===== config.mk =====
export PLATFORM = sky130hd
export DESIGN_NAME = id_operand_stage
export DESIGN_NICKNAME = d
export VERILOG_FILES = /design/src/rtl/id_operand_stage_pkg.sv /design/src/rtl/id_operand_stage_fwd_mux.sv /design/src/rtl/id_operand_stage.sv
export SDC_FILE = /design/constraint.sdc
export NUM_CORES = 1
export LEC_CHECK = 0
export ABC_AREA = 1
export CORE_UTILIZATION = 30
export CTS_CLUSTER_DIAMETER = 200
export CTS_CLUSTER_SIZE = 14
export DETAILED_ROUTE_END_ITERATION = 10
export GPL_ROUTABILITY_DRIVEN = 0
export PLACE_DENSITY = 0.72
export SKIP_CTS_REPAIR_TIMING = 1
export SYNTH_ARGS = -nofsm -noshare
export SYNTH_HDL_FRONTEND = slang
export SYNTH_SLANG_ARGS = --single-unit

===== constraint.sdc =====
create_clock -name clk -period 4.35 [get_ports clk]
set_clock_uncertainty 0.05 [all_clocks]
set_input_delay 0.87 -clock clk [delete_from_list [all_inputs] [get_ports clk]]
set_output_delay 0.87 -clock clk [all_outputs]
set_load 0.01 [all_outputs]

===== src/rtl/id_operand_stage_pkg.sv =====
// ---------------------------------------------------------------------------
// id_operand_stage_pkg
// Shared definitions for the decode-stage operand collector:
//   - default register-address / data / aluop widths
//   - aluop encodings (ALUOP_NOP is what a bubble or flush leaves in ID/EX)
//   - hazard FSM state type (RUN, BUBBLE)
// Optional feature macro used by the slice: ID_FWD_EN (EX/MEM forwarding).
// ---------------------------------------------------------------------------
package id_operand_stage_pkg;

   localparam int REG_AW_DEF = 5;
   localparam int DW_DEF     = 32;
   localparam int OPW_DEF    = 8;

   localparam logic [7:0] ALUOP_NOP = 8'h00;
   localparam logic [7:0] ALUOP_AND = 8'h24;
   localparam logic [7:0] ALUOP_OR  = 8'h25;
   localparam logic [7:0] ALUOP_ADD = 8'h20;
   localparam logic [7:0] ALUOP_SUB = 8'h22;

   typedef enum logic {
      ST_RUN    = 1'b0,
      ST_BUBBLE = 1'b1
   } id_state_e;

endpackage


===== src/rtl/id_operand_stage_fwd_mux.sv =====
// ---------------------------------------------------------------------------
// fwd_mux
// Selects one source operand and reports whether an in-flight writer in EX
// or MEM targets the same register.
// Feature macro: ID_FWD_EN. When defined, an EX match beats a MEM match,
// which beats register-file data. When undefined, only register-file data
// is used and the match flags serve hazard detection alone.
// Ports:
//   en                        operand is actually read
//   src                       source register address
//   rdata                     register-file read data
//   ex_wreg/ex_wd/ex_wdata    EX-stage writer
//   mem_wreg/mem_wd/mem_wdata MEM-stage writer
//   operand                   resolved operand (0 when unread or src == 0)
//   ex_match/mem_match        writer targets src (never for src == 0)
// ---------------------------------------------------------------------------
module fwd_mux #(
   parameter int REG_AW = 5,
   parameter int DW     = 32
) (
   input  logic              en,
   input  logic [REG_AW-1:0] src,
   input  logic [DW-1:0]     rdata,
   input  logic              ex_wreg,
   input  logic [REG_AW-1:0] ex_wd,
   input  logic [DW-1:0]     ex_wdata,
   input  logic              mem_wreg,
   input  logic [REG_AW-1:0] mem_wd,
   input  logic [DW-1:0]     mem_wdata,
   output logic [DW-1:0]     operand,
   output logic              ex_match,
   output logic              mem_match
);

   logic src_live_s;

   // $0 is hard-wired to zero, so it never matches a writer.
   assign src_live_s = en & (src != {REG_AW{1'b0}});
   assign ex_match   = src_live_s & ex_wreg  & (ex_wd  == src);
   assign mem_match  = src_live_s & mem_wreg & (mem_wd == src);

`ifdef ID_FWD_EN
   // Youngest writer first: EX, then MEM, then register file.
   always_comb begin
      operand = {DW{1'b0}};
      if (!src_live_s) begin
         operand = {DW{1'b0}};
      end else if (ex_match) begin
         operand = ex_wdata;
      end else if (mem_match) begin
         operand = mem_wdata;
      end else begin
         operand = rdata;
      end
   end
`else
   logic unused_wdata_s;
   assign unused_wdata_s = ^{ex_wdata, mem_wdata};

   // Without forwarding the hazard logic stalls until rdata is current.
   always_comb begin
      operand = {DW{1'b0}};
      if (src_live_s) begin
         operand = rdata;
      end else begin
         operand = {DW{1'b0}};
      end
   end
`endif

endmodule


===== src/rtl/id_operand_stage.sv =====
// ---------------------------------------------------------------------------
// id_operand_stage
// Decode-stage operand collector and ID/EX pipeline register.
// Drives the register-file read ports, resolves RAW hazards against EX and
// MEM writers, requests an upstream stall on unresolved hazards and
// registers the resolved operands and control for the EX stage.
// Feature macro: ID_FWD_EN
//   defined   - forward from EX/MEM; only a load-use in EX stalls (1 bubble)
//   undefined - no forwarding; any EX/MEM match stalls (up to 2 bubbles)
// Ports:
//   clk, rst (async, active-high)
//   id_valid_i, use_rs_i, use_rt_i, rs_i, rt_i, use_imm_i, imm_i,
//   aluop_i, wd_i, wreg_i                      decoded instruction
//   re1/re2, raddr1/raddr2, rdata1/rdata2      register-file read ports
//   ex_wreg_i, ex_wd_i, ex_wdata_i, ex_is_load_i  EX-stage writer
//   mem_wreg_i, mem_wd_i, mem_wdata_i          MEM-stage writer
//   stall_i (hold ID/EX), flush_i (clear ID/EX)
//   stall_req_o                                hold IF/ID upstream
//   ex_valid_o, ex_aluop_o, ex_reg1_o, ex_reg2_o, ex_wd_o, ex_wreg_o
// ---------------------------------------------------------------------------
module id_operand_stage
   import id_operand_stage_pkg::*;
#(
   parameter int REG_AW = REG_AW_DEF,
   parameter int DW     = DW_DEF,
   parameter int OPW    = OPW_DEF
) (
   input  logic              clk,
   input  logic              rst,
   input  logic              id_valid_i,
   input  logic              use_rs_i,
   input  logic              use_rt_i,
   input  logic [REG_AW-1:0] rs_i,
   input  logic [REG_AW-1:0] rt_i,
   input  logic              use_imm_i,
   input  logic [DW-1:0]     imm_i,
   input  logic [OPW-1:0]    aluop_i,
   input  logic [REG_AW-1:0] wd_i,
   input  logic              wreg_i,
   output logic              re1,
   output logic              re2,
   output logic [REG_AW-1:0] raddr1,
   output logic [REG_AW-1:0] raddr2,
   input  logic [DW-1:0]     rdata1,
   input  logic [DW-1:0]     rdata2,
   input  logic              ex_wreg_i,
   input  logic [REG_AW-1:0] ex_wd_i,
   input  logic [DW-1:0]     ex_wdata_i,
   input  logic              ex_is_load_i,
   input  logic              mem_wreg_i,
   input  logic [REG_AW-1:0] mem_wd_i,
   input  logic [DW-1:0]     mem_wdata_i,
   input  logic              stall_i,
   input  logic              flush_i,
   output logic              stall_req_o,
   output logic              ex_valid_o,
   output logic [OPW-1:0]    ex_aluop_o,
   output logic [DW-1:0]     ex_reg1_o,
   output logic [DW-1:0]     ex_reg2_o,
   output logic [REG_AW-1:0] ex_wd_o,
   output logic              ex_wreg_o
);

   localparam logic [OPW-1:0] BUBBLE_OP = OPW'(ALUOP_NOP);

   logic          op1_s;
   logic [DW-1:0] op1_val_s;
   logic [DW-1:0] op2_val_s;
   logic [DW-1:0] reg2_s;
   logic          ex_match1_s, ex_match2_s;
   logic          mem_match1_s, mem_match2_s;
   logic          hazard_raw_s;
   logic          hazard_s;
   id_state_e     state_r;

   // rt is not read at all when the immediate replaces operand 2.
   assign re1    = id_valid_i & use_rs_i;
   assign re2    = id_valid_i & use_rt_i & ~use_imm_i;
   assign raddr1 = rs_i;
   assign raddr2 = rt_i;
   assign op1_s  = re1;

   fwd_mux #(.REG_AW(REG_AW), .DW(DW)) u_fwd1 (
      .en        (op1_s),
      .src       (rs_i),
      .rdata     (rdata1),
      .ex_wreg   (ex_wreg_i),
      .ex_wd     (ex_wd_i),
      .ex_wdata  (ex_wdata_i),
      .mem_wreg  (mem_wreg_i),
      .mem_wd    (mem_wd_i),
      .mem_wdata (mem_wdata_i),
      .operand   (op1_val_s),
      .ex_match  (ex_match1_s),
      .mem_match (mem_match1_s)
   );

   fwd_mux #(.REG_AW(REG_AW), .DW(DW)) u_fwd2 (
      .en        (re2),
      .src       (rt_i),
      .rdata     (rdata2),
      .ex_wreg   (ex_wreg_i),
      .ex_wd     (ex_wd_i),
      .ex_wdata  (ex_wdata_i),
      .mem_wreg  (mem_wreg_i),
      .mem_wd    (mem_wd_i),
      .mem_wdata (mem_wdata_i),
      .operand   (op2_val_s),
      .ex_match  (ex_match2_s),
      .mem_match (mem_match2_s)
   );

`ifdef ID_FWD_EN
   logic unused_mem_match_s;
   assign unused_mem_match_s = mem_match1_s ^ mem_match2_s;
   // Only a load still in EX has no data to forward yet.
   assign hazard_raw_s = (ex_match1_s | ex_match2_s) & ex_is_load_i;
`else
   logic unused_is_load_s;
   assign unused_is_load_s = ex_is_load_i;
   assign hazard_raw_s = ex_match1_s | ex_match2_s | mem_match1_s | mem_match2_s;
`endif

   // Stall request never leaks out while idle or while in reset.
   assign hazard_s    = hazard_raw_s & id_valid_i & ~rst;
   assign stall_req_o = hazard_s;

   // Operand 2 source: immediate overrides the rt read path.
   always_comb begin
      reg2_s = {DW{1'b0}};
      if (use_imm_i) begin
         reg2_s = imm_i;
      end else begin
         reg2_s = op2_val_s;
      end
   end

   // Hazard FSM: BUBBLE while a hazard persists, RUN once it clears.
   always_ff @(posedge clk or posedge rst) begin
      if (rst) begin
         state_r <= ST_RUN;
      end else begin
         case (state_r)
            ST_RUN: begin
               if (hazard_s) state_r <= ST_BUBBLE;
               else          state_r <= ST_RUN;
            end
            ST_BUBBLE: begin
               if (hazard_s) state_r <= ST_BUBBLE;
               else          state_r <= ST_RUN;
            end
            default: state_r <= ST_RUN;
         endcase
      end
   end

   // ID/EX register: flush > downstream stall > hazard bubble > load.
   always_ff @(posedge clk or posedge rst) begin
      if (rst) begin
         ex_valid_o <= 1'b0;
         ex_aluop_o <= BUBBLE_OP;
         ex_reg1_o  <= {DW{1'b0}};
         ex_reg2_o  <= {DW{1'b0}};
         ex_wd_o    <= {REG_AW{1'b0}};
         ex_wreg_o  <= 1'b0;
      end else if (flush_i || (!stall_i && hazard_s)) begin
         ex_valid_o <= 1'b0;
         ex_aluop_o <= BUBBLE_OP;
         ex_reg1_o  <= {DW{1'b0}};
         ex_reg2_o  <= {DW{1'b0}};
         ex_wd_o    <= {REG_AW{1'b0}};
         ex_wreg_o  <= 1'b0;
      end else if (stall_i) begin
         ex_valid_o <= ex_valid_o;
         ex_aluop_o <= ex_aluop_o;
         ex_reg1_o  <= ex_reg1_o;
         ex_reg2_o  <= ex_reg2_o;
         ex_wd_o    <= ex_wd_o;
         ex_wreg_o  <= ex_wreg_o;
      end else begin
         ex_valid_o <= id_valid_i;
         ex_aluop_o <= aluop_i;
         ex_reg1_o  <= op1_val_s;
         ex_reg2_o  <= reg2_s;
         ex_wd_o    <= wd_i;
         ex_wreg_o  <= wreg_i;
      end
   end

endmodule


### Yosys cells after proc, flatten, opt, wreduce, memory -nomap -nowiden

Index checks and enable logic that the tools add are counted.

| storage, ports and cells | value |
|---|---|
| register bits after elaboration | 79 |
| input bits | 205 |
| output and inout bits | 92 |
| word-level logic and storage cells | 51 |

| cells by class | value |
|---|---|
| equal/unequal tests | 5 |
| muxes and demuxes | 15 |
| bitwise gates (word level) | 20 |
| reduce and logical (&&, ||, !) cells | 5 |

Operators with widths:

| kind | number |
|---|---|
| 32-bit two-way mux | 7 |
| 5-bit == test | 4 |
| 8-bit two-way mux | 2 |
| 1-bit AND | 15 |
| 5-bit two-way mux | 2 |
| 5-bit nonzero test | 2 |
| 1-bit two-way mux | 4 |
| 1-bit bitwise OR | 3 |
| 2-bit by 1-bit != test with 1-bit output (second input constant) | 1 |
| 1-bit NOT | 2 |
| 1-bit logical AND | 1 |
| 1-bit logical NOT | 1 |
| 1-bit logical OR | 1 |

### Longest topological paths before layout

| logic depth | value |
|---|---|
| depth in word-level cells | 13 |
| depth in mapped cells | 13 |
| depth with buffers taken out | 12 |

### Modules after synthesis

A second synthesis with hierarchy kept.

| second synthesis, totals | value |
|---|---|
| cell total of the unflattened synthesis | 879 |
| area total of the unflattened synthesis | 5,315.1 µm² |

By module, submodules not included:

| module | times used | cells an instance | area an instance (µm²) | sequential area each (µm²) |
|---|---|---|---|---|
| id_operand_stage | 1 | 633 | 4,294.1 | 1,976.9 |
| fwd_mux | 2 | 123 | 510.5 | 0.0 |

### Worst setup path after synthesis

No wires, ideal clock.

| path | value |
|---|---|
| path kind | input to output |
| from | input port rst |
| to | output port stall_req_o |
| arrival | 3,183 ps |
| data required time | 3,430 ps |
| path slack | 247 ps |
| stages | 4 |
| path buffers | 1 |
| cells stage by stage | inv_1 -> nand2_2 -> buf_4 -> inv_1 |

| between the ends | value |
|---|---|
| cells in the longest elaborated chain, start to end | 2 |

Ends and longest elaborated chain:

| what | RTL line | RTL |
|---|---|---|
| start: declaration | id_operand_stage.sv:29 | `input logic rst,` |
| 1-bit NOT | id_operand_stage.sv:125 | `assign hazard_s = hazard_raw_s & id_valid_i & ~rst;` |
| 1-bit AND | id_operand_stage.sv:125 |  |
| end: declaration | id_operand_stage.sv:55 | `output logic stall_req_o,` |

No other way between the ends.

### Worst setup path after layout

| path | value |
|---|---|
| from | input port id_valid_i |
| to | output port stall_req_o |

| between the ends | value |
|---|---|
| cells in the longest elaborated chain, start to end | 10 |
| elaborated cells between the ends (all ways) | 18 |
| classes of those cells | 18 x bitwise |

Ends and longest elaborated chain:

| what | RTL line | RTL |
|---|---|---|
| start: declaration | id_operand_stage.sv:30 | `input logic id_valid_i,` |
| 1-bit AND (2 in series) | id_operand_stage.sv:78 | `assign re2 = id_valid_i & use_rt_i & ~use_imm_i;` |
| 1-bit AND | id_operand_stage_fwd_mux.sv:38 | `assign src_live_s = en & (src != {REG_AW{1'b0}});` |
| 1-bit AND (2 in series) | id_operand_stage_fwd_mux.sv:39 | `assign ex_match = src_live_s & ex_wreg & (ex_wd == src);` |
| 1-bit bitwise OR (3 in series) | id_operand_stage.sv:121 | `assign hazard_raw_s = ex_match1_s \| ex_match2_s \| mem_match1_s \| mem_match2_s;` |
| 1-bit AND * (2 in series) | id_operand_stage.sv:125 |  |

Every way passes the cells marked *; elsewhere a longest branch is shown, timed or not.

==> impl_metrics.toml <==
[status]
status = "complete, no violations"

[clock_network]
clk_pin_slew_worst_paths_ps = 60
root_buffer = "clkbuf_16"
numCtsBuffers = 9
cts_buffer_depth = 2
cts_tree = "yes"
htreeDepth = 3
clock_latency_ps = 330
clkSinkCount = 79

[route]
routed_via_density = 4.725
drt_first_pass_iters = 4
drc_errors = 0
wl_um = 12270
drt_iter0_markers = 162
vias = 3893
wl_per_cell_um = 14.88
ant_nets = 0

[critical_path]
startpoint_type = "input pin"
reg2regPathDepth = 2
cp.arrival_ps = 2750
path_class = "in -> out"
r2r-start = "ex_reg2_o[30]$_DFFE_PP0P_"
endpoint_kind = "output pin"
cp_max_fo = 4
ff2ff_setup_slack_ps = 3560
cp.required_ps = 3430
r2r-end = "ex_reg2_o[30]$_DFFE_PP0P_"

[die]
core_area_um2 = 13240
die_h_um = 118.3
io_pins = 297
rows = 42
die-area_um2 = 14000
die_x_um = 118.3
start_util_pct = 30.66

[global_route]
grt_pass1_vias = 3948
busiest_layer = "met2"
use_met2_pct = 31.58
grt_antenna_before_repair = 0
use_met1_pct = 20.63
grt_first_pass_wirelength_um = 20000
grt_max_degree = 80
use_met3_pct = 5.888
grtUsageTotal_pct = 17.84
overflow = 0

[cells_and_area]
drive_gt1_share_pct = 5.093
instances_no_fill = 824
syn2layout_area_growth_pct = 65.64
fillers = 1230
final_util_pct = 50.78
antenna_cells = 0
nets = 848

[place]
pre_cts_ws_ps = 647.9
io_buffer_count = 231
dp.cells = 808
dp_hpwl_um = 8968

[hold_path]
min-delay-start = "ex_reg1_o[1]$_DFFE_PP0P_"
hold_depth = 2
hp-class = "reg -> reg"
holdPathEnd = "ex_reg1_o[1]$_DFFE_PP0P_"

[power_and_ir_drop]
power_mw = 1.927
cellPowerDensity_nw_per_um2 = 286.5
peakVddDrop_mv = 0.1513
leakage_nw = 2.953

[timing]
relSlewSlack_pct = 33.03
final-max-slew-violation-count = 0
post-route-min-period_ps = 3673
finalCritPeriodShare_pct = 84.44
rsz0062_at_grt = "false"
setup_slack_ps = 676.8
worst_slew_pin_slew_ps = 1005
finalSetupViolations = 0
setup-tns-final_ps = 0
timing.fmax_ghz = 0.2722
hold_viol_final = 0

[synth]
yosys_warnings = 0
syn-cell-area_um2 = 4060
synthCells = 433
ys_types = 22
ys_seq_area_share_pct = 48.69
synth.avg_cell_area_um2 = 9.377
yosys_register_bits = 79
synth_fp_nets = 638

[run]
maxCapViolations = 0
==> cell type report <==
type                       count  area [µm²]  area share, %
multi-input combinational    298        1792          26.64
timing repair buffer         240        2380          35.39
inverter                      15       57.56         0.8558
sequential                    79        1977          29.40
clock buffer                  10       229.0          3.405
clock inverter                 6       70.07          1.042
tap                          176       220.2          3.274
==> metal layers <==
layer,vias to the layer above,wire length (µm),share of wire [%]
met5,-,0,0
met1,1840,5024,41
li1,1893,-,-
met3,7,1021,8.3
met4,0,93,0.76
met2,153,6126,50
==> placed cells by master, fill, tap and decap left out, types with 9 or more instances in the layout <==
cell / n
clkdlybuf4s50_1: 231
a32o_1: 32
inv_1: 12
nand2_1: 102
clkbuf_16: 9
buf_4: 9
dfrtp_1: 79
nand4_1: 32
mux2i_1: 43
nor2_1: 58
==> registers in the layout, indices dropped and copies added (netlist names) <==
register and count:
ex_wreg_o 1, ex_reg1_o 32, ex_wd_o 5, ex_reg2_o 32, ex_aluop_o 8, ex_valid_o 1
==> per-stage QoR <==
stage / hold slack [ps] / cell area (µm²)
after detailed placement: 415.0 / 6426
after CTS: 433.0 / 6725
after global placement: 413.2 / 6426
final: 429.8 / 6725
after global routing: 457.6 / 6725
after floorplan: 466.1 / 4060
==> how the worst max path moves through the flow <==
stage | startpoint | depth (start not counted) | slack, ps | to
2_1_floorplan | rst | 4 | 250 | stall_req_o
3_5_place_dp | id_valid_i | 12 | 650 | stall_req_o
6_report | id_valid_i | 12 | 680 | stall_req_o
3_3_place_gp | id_valid_i | 12 | 640 | stall_req_o
4_1_cts | id_valid_i | 12 | 640 | stall_req_o
5_1_grt | rs_i[1] | 12 | 460 | stall_req_o
==> critical path, stage by stage <==
cell	delay, ps
clkdlybuf4s50_1	550
nand2_1	110
nor2_4	120
nand2_1	70
nor2_1	100
nand2_1	60
nand2_1	60
nand2_1	50
nand2_2	80
nand2_2	60
inv_1	50
clkdlybuf4s50_1	550
==> cell families after synthesis <==
| family | count (synthesis) | share of synthesized area (%) |
|---|---|---|
| AOI/OAI and AO/OA | 36 | 8.382 |
| xor gates and xnor gates | 14 | 3.020 |
| buffers and inverters | 56 | 7.365 |
| DFF | 79 | 48.69 |
| muxes | 43 | 10.60 |
| and+or+nand+nor | 205 | 21.94 |
==> cell usage after synthesis, drive strengths merged <==
cell type	number	share of area, %
inv	13	1.2
xnor2	7	1.5
nand4	32	4.9
xor2	7	1.5
a32o	32	7.9
clkbuf	15	1.4
mux2i	43	11
dfrtp	79	49
buf	26	4.6
nand3	7	1.1
nand2	105	10
clkinv	2	0.18
o21ai	4	0.49
nor2	61	5.9
==> report_power, final <==
part,switching (mW),internal (mW)
Combinational,0.160,0.232
Clock,0.302,0.449
Sequential,0.0178,0.766
No activity file was read; power rests on OpenSTA's default activity.
